<file path="config.mk">
export PLATFORM = sky130hd
export DESIGN_NAME = mips_muldiv
export DESIGN_NICKNAME = d
export VERILOG_FILES = /design/src/rtl/mips_muldiv_pkg.sv /design/src/rtl/mips_muldiv_sign.sv /design/src/rtl/mips_muldiv.sv
export SDC_FILE = /design/constraint.sdc
export NUM_CORES = 1
export LEC_CHECK = 0
export CORE_MARGIN = 3
export CORE_UTILIZATION = 35
export DETAILED_ROUTE_END_ITERATION = 6
export PLACE_DENSITY = 0.62
export SYNTH_ARGS = -nofsm -noshare
export SYNTH_HDL_FRONTEND = slang
export SYNTH_SLANG_ARGS = --single-unit
</file>
<file path="constraint.sdc">
create_clock -name clk -period 4.7 [get_ports clk]
set_input_delay 0.705 -clock clk [delete_from_list [all_inputs] [get_ports clk]]
set_output_delay 0.705 -clock clk [all_outputs]
set_load 0.02 [all_outputs]
</file>
<file path="src/rtl/mips_muldiv_pkg.sv">
// Purpose: shared types for the iterative MIPS multiply/divide unit.
// Latency: n/a (types, constants and a width helper only).
// Backpressure: n/a.
package mips_muldiv_pkg;

    // Encoding matches the 2-bit op field driven by the decoder.
    typedef enum logic [1:0] {
        MULT  = 2'b00,
        MULTU = 2'b01,
        DIV   = 2'b10,
        DIVU  = 2'b11
    } op_e;

    typedef enum logic [1:0] {
        IDLE  = 2'b00,
        RUN   = 2'b01,
        FIXUP = 2'b10
    } state_e;

    // Width of the RUN iteration counter for a given operand width.
    function automatic int cnt_width(input int width);
        return $clog2(width + 1);
    endfunction

endpackage

</file>
<file path="src/rtl/mips_muldiv_sign.sv">
// Purpose: conditional two's-complement negate (val_o = neg_i ? -val_i : val_i).
// Latency: combinational, zero cycles.
// Backpressure: none.
// Ports: neg_i selects negation, val_i operand, val_o result (all WIDTH bits wide).
module mips_muldiv_sign
    import mips_muldiv_pkg::*;
#(
    parameter int WIDTH = 32
) (
    input  logic             neg_i,
    input  logic [WIDTH-1:0] val_i,
    output logic [WIDTH-1:0] val_o
);

    assign val_o = neg_i ? (~val_i + WIDTH'(1)) : val_i;

endmodule

</file>
<file path="src/rtl/mips_muldiv.sv">
// Purpose: iterative MULT/MULTU/DIV/DIVU unit with HI/LO registers and MTHI/MTLO writes.
// Latency: start in cycle 0 -> done (HI/LO updated) in cycle WIDTH+2; stalls add 1:1.
// Backpressure: start ignored while busy; clk_enable low freezes every register.
// Ports: clk/reset (sync, active-high), clk_enable_i stall, start_i/op_i/a_i/b_i launch,
//        hi_we_i/lo_we_i/wdata_i MTHI/MTLO, busy_o/done_o/div_by_zero_o status, hi_o/lo_o results.
module mips_muldiv
    import mips_muldiv_pkg::*;
#(
    parameter int WIDTH = 32
) (
    input  logic             clk,
    input  logic             reset,
    input  logic             clk_enable_i,
    input  logic             start_i,
    input  logic [1:0]       op_i,
    input  logic [WIDTH-1:0] a_i,
    input  logic [WIDTH-1:0] b_i,
    input  logic             hi_we_i,
    input  logic             lo_we_i,
    input  logic [WIDTH-1:0] wdata_i,
    output logic             busy_o,
    output logic             done_o,
    output logic             div_by_zero_o,
    output logic [WIDTH-1:0] hi_o,
    output logic [WIDTH-1:0] lo_o
);

    localparam int CW = cnt_width(WIDTH);

    state_e             state_q, state_d;
    logic [CW-1:0]      cnt_q, cnt_d;
    // Multiply: {partial product, remaining multiplier bits}.
    // Divide:   {partial remainder, remaining dividend / quotient bits}.
    logic [2*WIDTH-1:0] acc_q, acc_d;
    // Multiplicand magnitude (multiply) or divisor magnitude (divide).
    logic [WIDTH-1:0]   den_q, den_d;
    // Raw dividend, returned untouched in HI on divide by zero.
    logic [WIDTH-1:0]   araw_q, araw_d;
    logic               is_div_q, is_div_d;
    logic               neg_res_q, neg_res_d;   // product / quotient sign
    logic               neg_rem_q, neg_rem_d;   // remainder sign (dividend sign)
    logic               bzero_q, bzero_d;
    logic [WIDTH-1:0]   hi_q, hi_d, lo_q, lo_d;
    logic               done_q, done_d, dbz_q, dbz_d;

    op_e                op_s;
    logic               signed_op, div_op;
    logic [WIDTH-1:0]   a_mag, b_mag, addend, quo_fix, rem_fix;
    logic [WIDTH:0]     msum, rem_sh, diff;
    logic [2*WIDTH-1:0] mul_next, div_next, prod_fix;

    assign op_s      = op_e'(op_i);
    assign signed_op = (op_s == MULT) || (op_s == DIV);
    assign div_op    = (op_s == DIV) || (op_s == DIVU);

    mips_muldiv_sign #(.WIDTH(WIDTH)) u_amag (
        .neg_i(signed_op & a_i[WIDTH-1]), .val_i(a_i), .val_o(a_mag));
    mips_muldiv_sign #(.WIDTH(WIDTH)) u_bmag (
        .neg_i(signed_op & b_i[WIDTH-1]), .val_i(b_i), .val_o(b_mag));
    mips_muldiv_sign #(.WIDTH(2*WIDTH)) u_prod (
        .neg_i(neg_res_q), .val_i(acc_q), .val_o(prod_fix));
    mips_muldiv_sign #(.WIDTH(WIDTH)) u_quot (
        .neg_i(neg_res_q), .val_i(acc_q[WIDTH-1:0]), .val_o(quo_fix));
    mips_muldiv_sign #(.WIDTH(WIDTH)) u_rem (
        .neg_i(neg_rem_q), .val_i(acc_q[2*WIDTH-1:WIDTH]), .val_o(rem_fix));

    // Shift-add step: add multiplicand when the current multiplier LSB is set,
    // then shift the whole accumulator right, carry included.
    assign addend   = acc_q[0] ? den_q : {WIDTH{1'b0}};
    assign msum     = {1'b0, acc_q[2*WIDTH-1:WIDTH]} + {1'b0, addend};
    assign mul_next = {msum, acc_q[WIDTH-1:1]};

    // Restoring step: bring in the next dividend bit, try a subtract, keep it
    // only if it did not borrow. The remainder always stays below the divisor,
    // so a zero divisor naturally yields an all-ones quotient (overridden later).
    assign rem_sh   = {acc_q[2*WIDTH-1:WIDTH], acc_q[WIDTH-1]};
    assign diff     = rem_sh - {1'b0, den_q};
    assign div_next = diff[WIDTH] ? {rem_sh[WIDTH-1:0], acc_q[WIDTH-2:0], 1'b0}
                                  : {diff[WIDTH-1:0],   acc_q[WIDTH-2:0], 1'b1};

    always_comb begin
        state_d   = state_q;
        cnt_d     = cnt_q;
        acc_d     = acc_q;
        den_d     = den_q;
        araw_d    = araw_q;
        is_div_d  = is_div_q;
        neg_res_d = neg_res_q;
        neg_rem_d = neg_rem_q;
        bzero_d   = bzero_q;
        hi_d      = hi_q;
        lo_d      = lo_q;
        done_d    = 1'b0;
        dbz_d     = 1'b0;
        case (state_q)
            IDLE: begin
                if (start_i) begin
                    state_d   = RUN;
                    cnt_d     = '0;
                    araw_d    = a_i;
                    is_div_d  = div_op;
                    bzero_d   = (b_i == {WIDTH{1'b0}});
                    neg_res_d = signed_op & (a_i[WIDTH-1] ^ b_i[WIDTH-1]);
                    neg_rem_d = signed_op & a_i[WIDTH-1];
                    if (div_op) begin
                        acc_d = {{WIDTH{1'b0}}, a_mag};
                        den_d = b_mag;
                    end else begin
                        acc_d = {{WIDTH{1'b0}}, b_mag};
                        den_d = a_mag;
                    end
                end else begin
                    if (hi_we_i) hi_d = wdata_i;
                    if (lo_we_i) lo_d = wdata_i;
                end
            end
            RUN: begin
                acc_d = is_div_q ? div_next : mul_next;
                cnt_d = cnt_q + 1'b1;
                if (cnt_q == CW'(WIDTH - 1)) state_d = FIXUP;
            end
            FIXUP: begin
                state_d = IDLE;
                done_d  = 1'b1;
                dbz_d   = is_div_q & bzero_q;
                if (!is_div_q) begin
                    {hi_d, lo_d} = prod_fix;
                end else if (bzero_q) begin
                    hi_d = araw_q;
                    lo_d = {WIDTH{1'b1}};
                end else begin
                    // Most-negative / -1 wraps to most-negative with zero remainder.
                    hi_d = rem_fix;
                    lo_d = quo_fix;
                end
            end
            default: state_d = IDLE;
        endcase
    end

    always_ff @(posedge clk) begin
        if (reset) begin
            state_q   <= IDLE;
            cnt_q     <= '0;
            acc_q     <= '0;
            den_q     <= '0;
            araw_q    <= '0;
            is_div_q  <= 1'b0;
            neg_res_q <= 1'b0;
            neg_rem_q <= 1'b0;
            bzero_q   <= 1'b0;
            hi_q      <= '0;
            lo_q      <= '0;
            done_q    <= 1'b0;
            dbz_q     <= 1'b0;
        end else if (clk_enable_i) begin
            state_q   <= state_d;
            cnt_q     <= cnt_d;
            acc_q     <= acc_d;
            den_q     <= den_d;
            araw_q    <= araw_d;
            is_div_q  <= is_div_d;
            neg_res_q <= neg_res_d;
            neg_rem_q <= neg_rem_d;
            bzero_q   <= bzero_d;
            hi_q      <= hi_d;
            lo_q      <= lo_d;
            done_q    <= done_d;
            dbz_q     <= dbz_d;
        end
    end

    assign busy_o        = (state_q != IDLE);
    assign done_o        = done_q;
    assign div_by_zero_o = dbz_q;
    assign hi_o          = hi_q;
    assign lo_o          = lo_q;

endmodule

</file>
==> run metrics, run 1 <==
CTS Hold Bufs 0; antenna cells 0; Reg area slightly above 4000 µm²; Die Y approximately 220 µm; CTS tree done; clk_lat worst skew approximately 0.56 ns; vias in the first global route between 15,000 and 20,000; Post-synth EDFFs 0; Slew headroom ~16%; Tcrit/Tclk final 87.3%; CTS Sinks 206; P_leak 7.23 nW; CP bufs+invs 2; fmax between 0.2 and 0.25 GHz; DP HPWL ~50,000 µm; total CTS buffers 26; post_cts resized 0; multi-input logic area approximately 12,000 µm²; most used cell, CP a21oi_1; Syn Inst Count 2,295; I/O pins 171; sequential share of the synthesized area between 20% and 30%; Setup Fix Bufs, Post-CTS 0; GPL Wtd Cong 0.943; Layout Skew 0.0179 ns; DR WL/cell around 22 µm; Crit Path Class reg -> reg; drt first pass iters 6; die width 224 µm; global route overflow 0; Synth Net Count approximately 2,500; # setup viols final 0; root buf cell clkbuf_16; via count approximately 18,000; Synth Register Bits ~200; Pwr Density 286 nW/µm²; Post-Synthesis Cell Area around 17,000 µm²; crit path capture type flip-flop; CP Max Fanout 5; row count a little under 80; Final ANT Viol Nets 0; dominant synthesized flop cell dfxtp_1; Starting Density ~36%; final core utilization a little over two fifths; Slew @ Worst Pin between 1 and 1.5 ns; crit path DAT around 4.6 ns; leading cell types in the layout, fill and taps excluded 324 x nand2_1, 244 x a21oi_1, 221 x nor2_1; fin nets between 2,000 and 3,000; maximum number of pins on one net before global-route repair just over 90; Tmin final just over 4 ns; final WL approximately 65,000 µm; DR vias/cell between 5 and 6; Syn. warnings 0; Worst-path clk slew approximately 0.060 ns; GR Util All Layers between 20% and 30%; crit path cell chain buf_4 > and2_1 > ha_1 > inv_1 > fa_1 > nor2b_1 > o21ai_0 > a21oi_1 > o31ai_1 > a21oi_1 > o21ai_0 > a21oi_1 > o31ai_1 > a21oi_1 > a211o_1 > o211a_1; IO buf count 170; clock tree buffer depth 3; DR iter-0 viols between 1,500 and 2,000; asr flop ratio synth 0%; initial antenna violation count 0; # DRC 0; Avg Inst Size Synth 7.23 µm²; maxcap violations 0; H-tree depth 1; RSZ-0062 raised after global routing false; Pwr Total between 5 and 6 mW; Critical Path Slowest Stage Cell o21ai_0; most common cell after layout, fill and taps aside nand2_1; core footprint about 47,000 µm²; Max Slew Vio Count 0; share of layout cells above drive strength 1 5.58%; CP delay by family, top compound AO/OA/AOI/OAI gates; final hold violation count 0; Required @ worst endpoint 5.15 ns; Area growth syn-to-layout 18.8%; worst hold path class reg -> reg; die area roughly 50,000 µm²; fill count roughly 4,900; status complete, no violations; synth unique cells 75; Max VDD drop ~0.26 mV; worst stage delay on the critical path between 0.4 and 0.5 ns; setup TNS 0 ns; CP startpoint kind flip-flop; first-pass GRT wire length approximately 100,000 µm
[logic make-up after synthesis]
kind of cell | Yosys count | share of synthesized area (%)
multiplexers | 92 | 5.57
XOR/XNOR | 203 | 10.7
buffers and inverters | 240 | 5.64
adder cells (fa/ha/maj) | 71 | 5.45
AND/OR/NAND/NOR | 777 | 21.1
flip-flops | 206 | 24.9
AO/OA/AOI/OAI | 706 | 26.7
[cells in the mapped netlist, drive strengths merged, types with 13 or more instances]
library cell	instances	area, µm²
mux2i	90	901
clkbuf	143	537
or4	24	191
inv	64	240
xor2	57	499
o21ai	165	830
o211ai	42	315
nand2b	26	163
nor3	42	210
dfxtp	206	4120
buf	33	159
ha	69	863
or3	29	191
a311oi	15	131
a21o	32	240
a31oi	13	81.3
xnor2	146	1280
o41ai	13	136
nor2b	17	106
nand2	324	1220
a21oi	244	1220
o31ai	23	178
o221ai	38	333
nand3	26	130
nor2	223	837
nor4	19	119
a211oi	48	360
[worst min-delay path, stage by stage, from the launching register on]
cell	delay, ns
dfxtp_1	0.31
nand2_1	0.05
a21oi_1	0.05
[routing by layer]
| metal | routed length [µm] | track usage (%) |
|---|---|---|
| met3 | 5300 | 3.63 |
| met5 | 0 | 0 |
| met1 | 29100 | 35.6 |
| met4 | 1980 | 6.64 |
| met2 | 28400 | 38.2 |
[where the power goes]
| group | total (mW) | internal (mW) | switching (mW) | leakage (nW) |
|---|---|---|---|---|
| combinational | 1.47 | 0.577 | 0.893 | 5.11 |
| sequential | 1.96 | 1.84 | 0.126 | 1.68 |
| clock | 2.20 | 1.34 | 0.861 | 0.442 |
[layout make-up]
| type | count | share of cell area (%) |
|---|---|---|
| clock buffers | 30 | 3.54 |
| clock inverters | 17 | 1.21 |
| inverters | 64 | 1.22 |
| multi-input cells | 1849 | 58.7 |
| flip-flops and latches | 206 | 21.0 |
| well taps | 607 | 3.85 |
| repair buffers | 219 | 10.5 |
[through the flow]
stage,setup WS [ns],cell area [µm²],hold WS [ns],cells
final,0.597,19700,0.452,2992
after global routing,0.290,19700,0.468,2992
after CTS,0.656,19700,0.451,2992
after detailed placement,0.440,18800,0.443,2945
after global placement,0.475,18800,0.437,2945
after floorplan,1.01,16600,0.432,2295
[worst paths after layout]
kind	cells past startpoint	slack, ns	from	endpoint
min	2	0.45	den_q[3]	den_q[3]
max	16	0.60	acc_q[0]	acc_q[63]
min reg2reg	2	0.45	den_q[3]	den_q[3]
max reg2reg	16	0.60	acc_q[0]	acc_q[63]
[flip-flops by register name, indices dropped and copies added (netlist names), 2 cells and up]
signal / count
acc_q: 64
araw_q: 32
cnt_q: 6
den_q: 32
hi_o: 32
lo_o: 32
state_q: 2
Power figures use the tool's default switching activity.
==> run 2, diff against run 1 <==
--- a/config.mk
+++ b/config.mk
@@ -5,10 +5,14 @@
 export SDC_FILE = /design/constraint.sdc
 export NUM_CORES = 1
 export LEC_CHECK = 0
+export ABC_AREA = 1
+export CELL_PAD_IN_SITES_DETAIL_PLACEMENT = 1
+export CELL_PAD_IN_SITES_GLOBAL_PLACEMENT = 2
 export CORE_MARGIN = 3
-export CORE_UTILIZATION = 35
+export CORE_UTILIZATION = 32
 export DETAILED_ROUTE_END_ITERATION = 6
-export PLACE_DENSITY = 0.62
+export PLACE_DENSITY = 0.91
 export SYNTH_ARGS = -nofsm -noshare
 export SYNTH_HDL_FRONTEND = slang
+export SYNTH_HIERARCHICAL = 1
 export SYNTH_SLANG_ARGS = --single-unit
==> run 2 against run 1 <==
  * Hold slack lost 0.0078 ns
  * Critical path depth grew 2
  * Power grew 17%
  * Clock skew grew 0.0055 ns
  * Non-clock buffer count shrank 2
  * Fmax grew 18%
  * Clock-buffer cell count grew 3
  * Synthesized area grew 36%
  * Via count grew 54%
  * Critical path type unchanged
  * Largest cell class unchanged
  * Largest power group is now combinational logic
  * Highest routed layer is now met5
==> run metrics, run 2 <==
row count 96 (was 79); Slew @ Worst Pin 1.02 ns (was 1.26 ns); initial antenna violation count 4 (was 0); fmax 0.287 GHz (was 0.244 GHz); CTS tree done (unchanged); Synth top area share 19.4% (was 24.9%); Tmin final 3.48 ns (was 4.10 ns); Synth Net Count 4,129 (was 2,470); leading cell types in the layout, fill and taps excluded 1,164 x nand2_1, 482 x inv_1, 452 x nor2_1 (was 324 x nand2_1, 244 x a21oi_1, 221 x nor2_1); final WL 111,000 µm (was 64,800 µm); top post-synthesis cells by count 1,164 x nand2_1, 485 x inv_1, 457 x nor2_1, 345 x o21ai_0, 237 x nand3_1 (was 324 x nand2_1, 244 x a21oi_1, 223 x nor2_1, 206 x dfxtp_1, 161 x o21ai_0); Syn. warnings 6 (was 0); Critical Path Slowest Stage Cell nand2_2 (was o21ai_0); crit path capture type flip-flop (unchanged); Layout Skew 0.0234 ns (was 0.0179 ns); sequential share of the synthesized area 18.3% (was 24.9%); Biggest register acc_q (unchanged); P_leak 12.1 nW (was 7.23 nW); Required @ worst endpoint 5.21 ns (was 5.15 ns); sequential share of power 31.3% (was 34.8%); DR WL/cell 22.2 µm (was 21.6 µm); dominant synthesized flop cell dfxtp_1 (unchanged); worst hold path class reg -> reg (unchanged); Die Y 271 µm (was 224 µm); I/O pins 171 (unchanged); total CTS buffers 27 (was 26); Setup Fix Bufs, Post-CTS 0 (unchanged); # setup viols final 0 (unchanged); CP bufs+invs 2 (unchanged); switching pwr 2.74 mW (was 1.88 mW); # DRC 0 (unchanged); maximum number of pins on one net before global-route repair 94 (was 93); CP delay by family, top simple AND/OR/NAND/NOR gates (was compound AO/OA/AOI/OAI gates); GPL Wtd Cong 1.01 (was 0.943); most used cell, CP nand2_1 (was a21oi_1); clock tree buffer depth 3 (unchanged); worst stage delay on the critical path 0.59 ns (was 0.49 ns); die area 73,600 µm² (was 50,000 µm²); top post-synthesis cells by area nand2_1 19%, dfxtp_1 18%, inv_1 8.1%, o21ai_0 7.7%, nor2_1 7.6% (was dfxtp_1 25%, xnor2_1 7.7%, a21oi_1 7.4%, nand2_1 7.3%, mux2i_1 5.4%); Comb power frac 35.5% (was 26.1%); via count 27,200 (was 17,700); root buf cell clkbuf_16 (unchanged); clk_lat worst skew 0.58 ns (was 0.56 ns); final hold violation count 0 (unchanged); status complete, no violations (unchanged); core footprint 69,200 µm² (was 46,700 µm²); Pwr Density 254 nW/µm² (was 286 nW/µm²); max FFs per register 64 (unchanged); DP Cell Count 4,942 (was 2,945); most common cell after layout, fill and taps aside nand2_1 (unchanged); share of layout cells above drive strength 1 9.06% (was 5.58%); DR iter-0 viols 2,436 (was 1,930); Crit Path Class reg -> reg (unchanged); fin cells 4,993 (was 2,992); Avg Inst Size Synth 5.70 µm² (was 7.23 µm²); CTS Sinks 206 (unchanged); setup TNS 0 ns (unchanged); first-pass GRT wire length 165,000 µm (was 97,700 µm); Area growth syn-to-layout 15.3% (was 18.8%); DP HPWL 88,700 µm (was 50,200 µm); Max VDD drop 0.264 mV (was 0.257 mV); Post-synth EDFFs 0 (unchanged); vias in the first global route 26,300 (was 16,400); RSZ-0062 raised after global routing false (unchanged); most common cell in the netlist nand2_1 (unchanged); CP Max Fanout 31 (was 5); crit path cell chain inv_1 > ha_1 > fa_1 > inv_1 > nand2_1 > nand2_1 > nand3_1 > nand2_2 > nand2_2 > nand2_4 > nand2_4 > nand2_4 > nand2_1 > nand2_2 > nand2_1 > nand3_1 > nand3_1 > a21oi_1 (was buf_4 > and2_1 > ha_1 > inv_1 > fa_1 > nor2b_1 > o21ai_0 > a21oi_1 > o31ai_1 > a21oi_1 > o21ai_0 > a21oi_1 > o31ai_1 > a21oi_1 > a211o_1 > o211a_1); Starting Density 32.5% (was 35.5%); die width 271 µm (was 224 µm); fin nets 4,216 (was 2,541); Post-Synthesis Cell Area 22,500 µm² (was 16,600 µm²); asr flop ratio synth 0% (unchanged); Syn Inst Count 3,953 (was 2,295); H-tree depth 1 (unchanged); Clock power frac 33.2% (was 39.1%); Yosys top cell by area nand2_1 (was dfxtp_1); global route overflow 0 (unchanged); Synth Register Bits 206 (unchanged); Reg area 4130 µm² (about the same); Worst-path clk slew 0.06 ns (about the same); multi-input logic area 15,800 µm² (was 11,600 µm²); synth unique cells 56 (was 75); DR vias/cell 5.44 (was 5.90); Final ANT Viol Nets 0 (unchanged); CTS Hold Bufs 0 (unchanged); CP startpoint kind flip-flop (unchanged); fill count 9,538 (was 4,850); switching share of total power 41.6% (was 33.4%); maxcap violations 0 (unchanged); Slew headroom 31.8% (was 15.8%); post_cts resized 0 (unchanged); GR Util All Layers 29.0% (was 24.6%); Power Internal 3.85 mW (was 3.76 mW); Tcrit/Tclk final 74.1% (was 87.3%); crit path DAT 3.99 ns (was 4.55 ns); Max Slew Vio Count 0 (unchanged); drt first pass iters 5 (was 6); IO buf count 170 (unchanged)
## run 2: cell count changes in the layout (fill, tap and decap cells not counted), moves of 46 or more
cell | previous run | this run
xnor2_1 | 146 | 53
inv_1 | 64 | 482
mux2i_1 | 90 | 6
nand2_1 | 324 | 1164
nor2_1 | 221 | 452
o21ai_0 | 160 | 345
nand3_1 | 26 | 237
nand2_2 | 0 | 50
a211oi_1 | 48 | 2
## run 2: power groups by stage
stage                     Combinational [mW]  Sequential [mW]  Clock (mW)
after global routing                    2.55             2.07        2.28
final                                   2.34             2.06        2.19
after detailed placement                2.28             2.09           0
after CTS                               2.30             2.06        2.20
after floorplan                         1.48             2.02           0
after global placement                  2.26             2.09           0
## run 2: cell families (layout without fill, tap and decap cells)
| group | count (synthesis) | after routing | synth area share [%] |
|---|---|---|---|
| simple gates | 2133 | 2133 | 42.1 |
| compound gates | 763 | 763 | 19.3 |
| buf+inv | 666 | 774 | 11.8 |
| flops | 206 | 206 | 18.3 |
| xor+xnor | 107 | 107 | 4.19 |
| fa+ha+maj | 72 | 72 | 4.07 |
| mux | 6 | 6 | 0.267 |
| other cells | 0 | 1 | 0 |
## run 2: worst register-to-register path, delay by kind of cell, from the launching register on
family	cells	cell delay [ns]
fa+ha+maj	2	0.73
buf+inv	2	0.29
compound gates	1	0.14
simple gates	13	1.70
flops	1	0.55
## run 2: final cells by class
| cell class | instances | share of cell area [%] |
|---|---|---|
| flip-flops and latches | 206 | 15.9 |
| clock buffers | 33 | 2.80 |
| inverters | 507 | 7.41 |
| clock inverters | 17 | 0.689 |
| diodes | 1 | 0.00963 |
| well taps | 931 | 4.48 |
| repair buffers | 217 | 7.97 |
| multi-input cells | 3081 | 60.7 |
## run 2: worst paths after layout
| check | startpoint | endpoint | slack (ns) | cells past startpoint |
|---|---|---|---|---|
| setup / recovery | acc_q[31] | acc_q[39] | 1.22 | 18 |
| hold reg to reg | lo_o[7] | lo_o[7] | 0.44 | 2 |
| setup reg to reg | acc_q[31] | acc_q[39] | 1.22 | 18 |
| hold / removal | lo_o[7] | lo_o[7] | 0.44 | 2 |
## run 2: per-layer routing
layer / track usage, % / part of all wire [%] / up-vias
li1: - / - / 12900
met1: 40.3 / 45 / 13100
met2: 46.1 / 44 / 990
met3: 4.52 / 7.5 / 155
met4: 8.59 / 3.2 / 2
met5: 0 / 0.0090 / -
## run 2: metrics by stage
step / setup WS, ns / util (%) / total power [mW] / hold WS [ns] / cell area (µm²)
after floorplan: 2.03 / - / 3.50 / 0.430 / 22500
after global placement: 1.30 / 36.2 / 4.35 / 0.433 / 25100
after detailed placement: 1.25 / 36.2 / 4.38 / 0.436 / 25100
after CTS: 1.27 / 37.5 / 6.55 / 0.445 / 26000
after global routing: 1.04 / 37.5 / 6.90 / 0.475 / 26000
final: 1.22 / 37.5 / 6.59 / 0.444 / 26000
==> RTL change 1 (settings of run 1) <==
Compare `cnt_q` against `CW'(WIDTH - 1)` with >= in place of ==.
--- a/src/rtl/mips_muldiv.sv
+++ b/src/rtl/mips_muldiv.sv
@@ -119,3 +119,3 @@
                 cnt_d = cnt_q + 1'b1;
-                if (cnt_q == CW'(WIDTH - 1)) state_d = FIXUP;
+                if (cnt_q >= CW'(WIDTH - 1)) state_d = FIXUP;
             end
Check against the original RTL: no difference found for any inputs over 4 cycles, from zero or initial values and one cycle with reset high; that may be too few to reach the edited logic, so the function may still have changed.
==> RTL change 1 against run 1 <==
Die area grew 2.7%. Cell area grew 2.1%. Utilization shrank 0.29 points. First-iteration DRC count grew 18%. Sequential cell count is the same. Non-clock buffer count grew 5. Setup slack gained 220 ps. Total power grew 0.66%. Global-route usage grew 1.8 points. Synthesized area grew 2.8%. Routed wire length grew 8.7%. Maximum frequency grew 5.8%. Sequential share of layout area shrank 0.42 points. Largest cell class unchanged. Largest power group unchanged.
==> RTL change 1: results <==
run_status:
  status: "complete, no violations"
global_route:
  grt_pass1_vias: 17000
  antenna_found_initial: 2
  track_usage_pct: 26.4
  grt_pass1_wl_um: 106000
  grt_max_degree: 76
power_and_ir_drop:
  leakage_uw: 0.00737
  p_int_uw: 3660
  irDropWorstVdd_mv: 0.243
detailed_routing:
  num_vias: 18400
  wirelength_um: 70400
  vias_per_cell: 6.06
  first_iter_violations: 2282
  first_pass_iters: 6
logic_synthesis:
  yosysUniqueCellTypes: 77
  seq_area_frac_synth_pct: 24.2
  synth.area.top_cells: "dfxtp_1 24%, a21oi_1 6.7%, nand2_1 6.7%"
  yosys_warnings: 0
  syn_area_per_cell_sq_um: 7.25
  syn_nets: 2527
  yosys-top-cells-count: "304 x nand2_1, 232 x nor2_1, 229 x a21oi_1, 206 x dfxtp_1, 171 x clkbuf_1"
placed_design:
  placed_area_sq_um: 19300
  globalplace.congestion: 1.00
  portBuffers: 170
  hpwl_um: 53300
  dp_cells: 3000
layout:
  fill_cells: 4850
  layout-drive-gt1-share_pct: 5.64
  largest-register: "acc_q"
  fin_nets: 2588
worst_setup_path:
  cp.arrival_ps: 4380
  critPathMaxFanout: 21
  crit_family: "compound AO/OA/AOI/OAI gates"
  r2r_slack_ps: 820
  reg2regPathDepth: 14
  crit_path_max_incr_delay_ps: 480
  r2r_start: "acc_q[0]"
  slowest_stage: "a2111oi_0"
cts:
  numCtsBuffers: 26
  cts-resized-gates: 0
  clkLatencyLatePin_ps: 570
timing:
  tightestPinTransition_ps: 1220
  skew_ps: 14.3
  hold_viol_final: 0
min_path:
  worstHoldStart: "lo_o[12]"
  hold_path_end: "lo_o[12]"
  hold_class: "reg2reg"
RTL change 1: cell types whose count changed after synthesis, sizes merged, moves of 9 or more:
cell and delta:
clkbuf +29, o21ai -22, nand2 -20, xnor2 -18, nor3 +17, a21oi -15
buf -14, o211ai +12, xor2 +12, or3 -10, nor2 +9, o41ai +9
RTL change 1: power by group through the flow:
stage          Combinational (uW)  Clock [uW]  Sequential, uW
5_1_grt                      1770        2150            1980
3_5_place_dp                 1600           0            2000
3_3_place_gp                 1580           0            2000
2_1_floorplan                1030           0            1950
6_report                     1640        2070            1970
4_1_cts                      1610        2080            1960
RTL change 1: kinds of logic (layout without fill, tap and decap cells):
logic type / Yosys count / in the layout / synth area share (%)
DFF: 206 / 206 / 24.2
adders and majority gates: 71 / 71 / 5.30
muxes: 93 / 93 / 5.48
buffers and inverters: 260 / 338 / 5.84
xor gates and xnor gates: 197 / 197 / 10.1
and+or+nand+nor: 797 / 797 / 21.5
AOI/OAI and AO/OA: 728 / 728 / 27.5
RTL change 1: tightest hold or removal path: stages (launching register included):
cell	delay, ps
dfxtp_1	310
nand2_1	50
a21oi_1	50
RTL change 1: worst max-delay path by stage:
stage	startpoint	endpoint	slack, ps	depth (start not counted)
2_1_floorplan	acc_q[0]	acc_q[63]	1290	14
6_report	acc_q[0]	acc_q[63]	820	14
3_3_place_gp	a_i[2]	acc_q[29]	780	9
5_1_grt	acc_q[0]	acc_q[63]	480	14
4_1_cts	acc_q[0]	acc_q[63]	880	14
3_5_place_dp	a_i[2]	acc_q[29]	710	9
RTL change 1: routing by layer:
metal	GRT usage [%]	share of wire (%)	routed length, um
met5	0	0.018	13
met4	7.56	3.3	2320
met3	4.82	9.7	6800
met2	40.8	44	31000
met1	37.5	43	30300
RTL change 1: metrics by stage:
| stage | total power (uW) | hold WS, ps | util (%) | worst slack, ps |
|---|---|---|---|---|
| 5_1_grt | 5890 | 464 | 41.9 | 476 |
| 6_report | 5670 | 454 | 41.9 | 820 |
| 3_3_place_gp | 3580 | 436 | 40.2 | 782 |
| 2_1_floorplan | 2980 | 431 | - | 1290 |
| 3_5_place_dp | 3600 | 446 | 40.2 | 709 |
| 4_1_cts | 5650 | 454 | 41.9 | 875 |
RTL change 1: final cells by class:
class                           instances  area share (%)
Tap cell                              615            3.83
Timing Repair Buffer                  224            10.6
Clock inverter                          8           0.429
Multi-Input combinational cell       1886            59.5
Clock buffer                           37            3.84
Inverter                               69            1.29
Sequential cell                       206            20.5
==> RTL change 2 (settings of run 1) <==
Without the edit above. `WIDTH` is set to 32 in 2 places; all go to 24.
--- a/src/rtl/mips_muldiv_sign.sv
+++ b/src/rtl/mips_muldiv_sign.sv
@@ -7,3 +7,3 @@
 #(
-    parameter int WIDTH = 32
+    parameter int WIDTH = 24
 ) (
--- a/src/rtl/mips_muldiv.sv
+++ b/src/rtl/mips_muldiv.sv
@@ -8,3 +8,3 @@
 #(
-    parameter int WIDTH = 32
+    parameter int WIDTH = 24
 ) (
Interface: changed (5 resized); port bits go from 171 to 131. No check against the original RTL was run, so the function may have changed too.
==> RTL change 2 against run 1 <==
Critical path depth down 2. Sequential cell count down 49. Largest cell class unchanged. Routed wire length down 29%. Synthesized area down 24%. Cell area down 25%. Via count down 27%. Setup slack better by 210 ps. Die area down 24%. Critical endpoint is now acc_q[32]. Total power down 28%. Critical path type unchanged.
==> RTL change 2: results <==
worst_setup_path:
  critPathMaxFanout: 17
  reg2regPathDepth: 14
  startpoint: "acc_q[23]"
  cp.arrival_ps: 4260
  slowest_stage: "o41ai_1"
  cp-endpoint: "acc_q[32]"
  r2r_slack_ps: 800
  crit_path_max_incr_delay_ps: 590
layout:
  largest-register: "acc_q"
  fill_cells: 3604
  fin_nets: 1883
  layout-drive-gt1-share_pct: 5.28
detailed_routing:
  wl_met1_um: 20500
  vias_per_cell: 5.82
  num_vias: 12900
  first_iter_violations: 1226
  wirelength_um: 45700
  met3_length_um: 3400
run_status:
  status: "complete, no violations"
global_route:
  track_usage_pct: 23.2
  gr-usage-met2_pct: 37.0
  grt_use_met3_pct: 4.66
  grt_pass1_wl_um: 70500
  grt_max_degree: 75
  grt_use_met1_pct: 32.5
  grt_pass1_vias: 11900
cts:
  clockBufferDepth: 2
  clkLatencyLatePin_ps: 440
  htree_levels: 4
logic_synthesis:
  seq_area_frac_synth_pct: 25.0
  syn_nets: 1833
  yosysUniqueCellTypes: 73
  syn_area_per_cell_sq_um: 7.39
  synth.area.top_cells: "dfxtp_1 25%, xnor2_1 7.5%, a21oi_1 6.7%"
timing:
  skew_ps: 18.2
  fin_ws_ps: 804
  holdWs_ps: 453
  max_slew_margin_pct: 29.6
power_and_ir_drop:
  leakage_uw: 0.00529
  irDropWorstVdd_mv: 0.230
placed_design:
  globalplace.congestion: 0.952
  portBuffers: 130
  dp_cells: 2184
  place_ws_ps: 839
RTL change 2: worst register-to-register path, stage by stage, from the launching register on:
cell      delay, ps
dfxtp_1         370
inv_1            90
ha_1            150
inv_1            50
fa_1            400
a21oi_1         200
o22ai_1         150
o41ai_1         590
o211a_1         300
o21ai_0         210
xor2_4          590
buf_4           290
nor2_1           50
a211oi_1        250
a221o_1         150
RTL change 2: layout make-up:
type | instances | area share, %
Clock inverter | 13 | 1.21
Inverter | 51 | 1.30
Clock buffer | 18 | 2.90
Multi-Input combinational cell | 1358 | 59.0
Timing Repair Buffer | 163 | 10.4
Tap cell | 455 | 3.85
Sequential cell | 157 | 21.3
RTL change 2: report_power, final:
part	total (uW)	internal, uW	switching [uW]
clock network	1500	852	645
registers	1490	1400	97.6
logic	1070	437	636
RTL change 2: kinds of logic (layout without fill, tap and decap cells):
group	after synthesis	after routing	share of synthesized area (%)
AND/OR/NAND/NOR	561	561	20.4
buffers and inverters	183	245	5.64
AO/OA/AOI/OAI	504	504	25.7
adder cells (fa/ha/maj)	55	55	5.60
flip-flops	157	157	25.0
XOR/XNOR	150	150	10.5
multiplexers	88	88	7.08
RTL change 2: metrics by stage:
step	total power, uW	utilization, %	area (sq um)
floorplan	2190	-	12500
global placement	2570	40.5	14200
detailed placement	2580	40.5	14200
CTS	4070	42.3	14800
global route	4250	42.3	14800
finish	4060	42.3	14800
RTL change 2: how the worst min path moves through the flow:
stage	startpoint	end	cells after the start
after floorplan	araw_q[18]	araw_q[18]	2
final	den_q[2]	den_q[2]	2
after global placement	den_q[2]	den_q[2]	2
after global routing	den_q[2]	den_q[2]	2
after CTS	lo_o[6]	lo_o[6]	2
after detailed placement	lo_o[6]	lo_o[6]	2
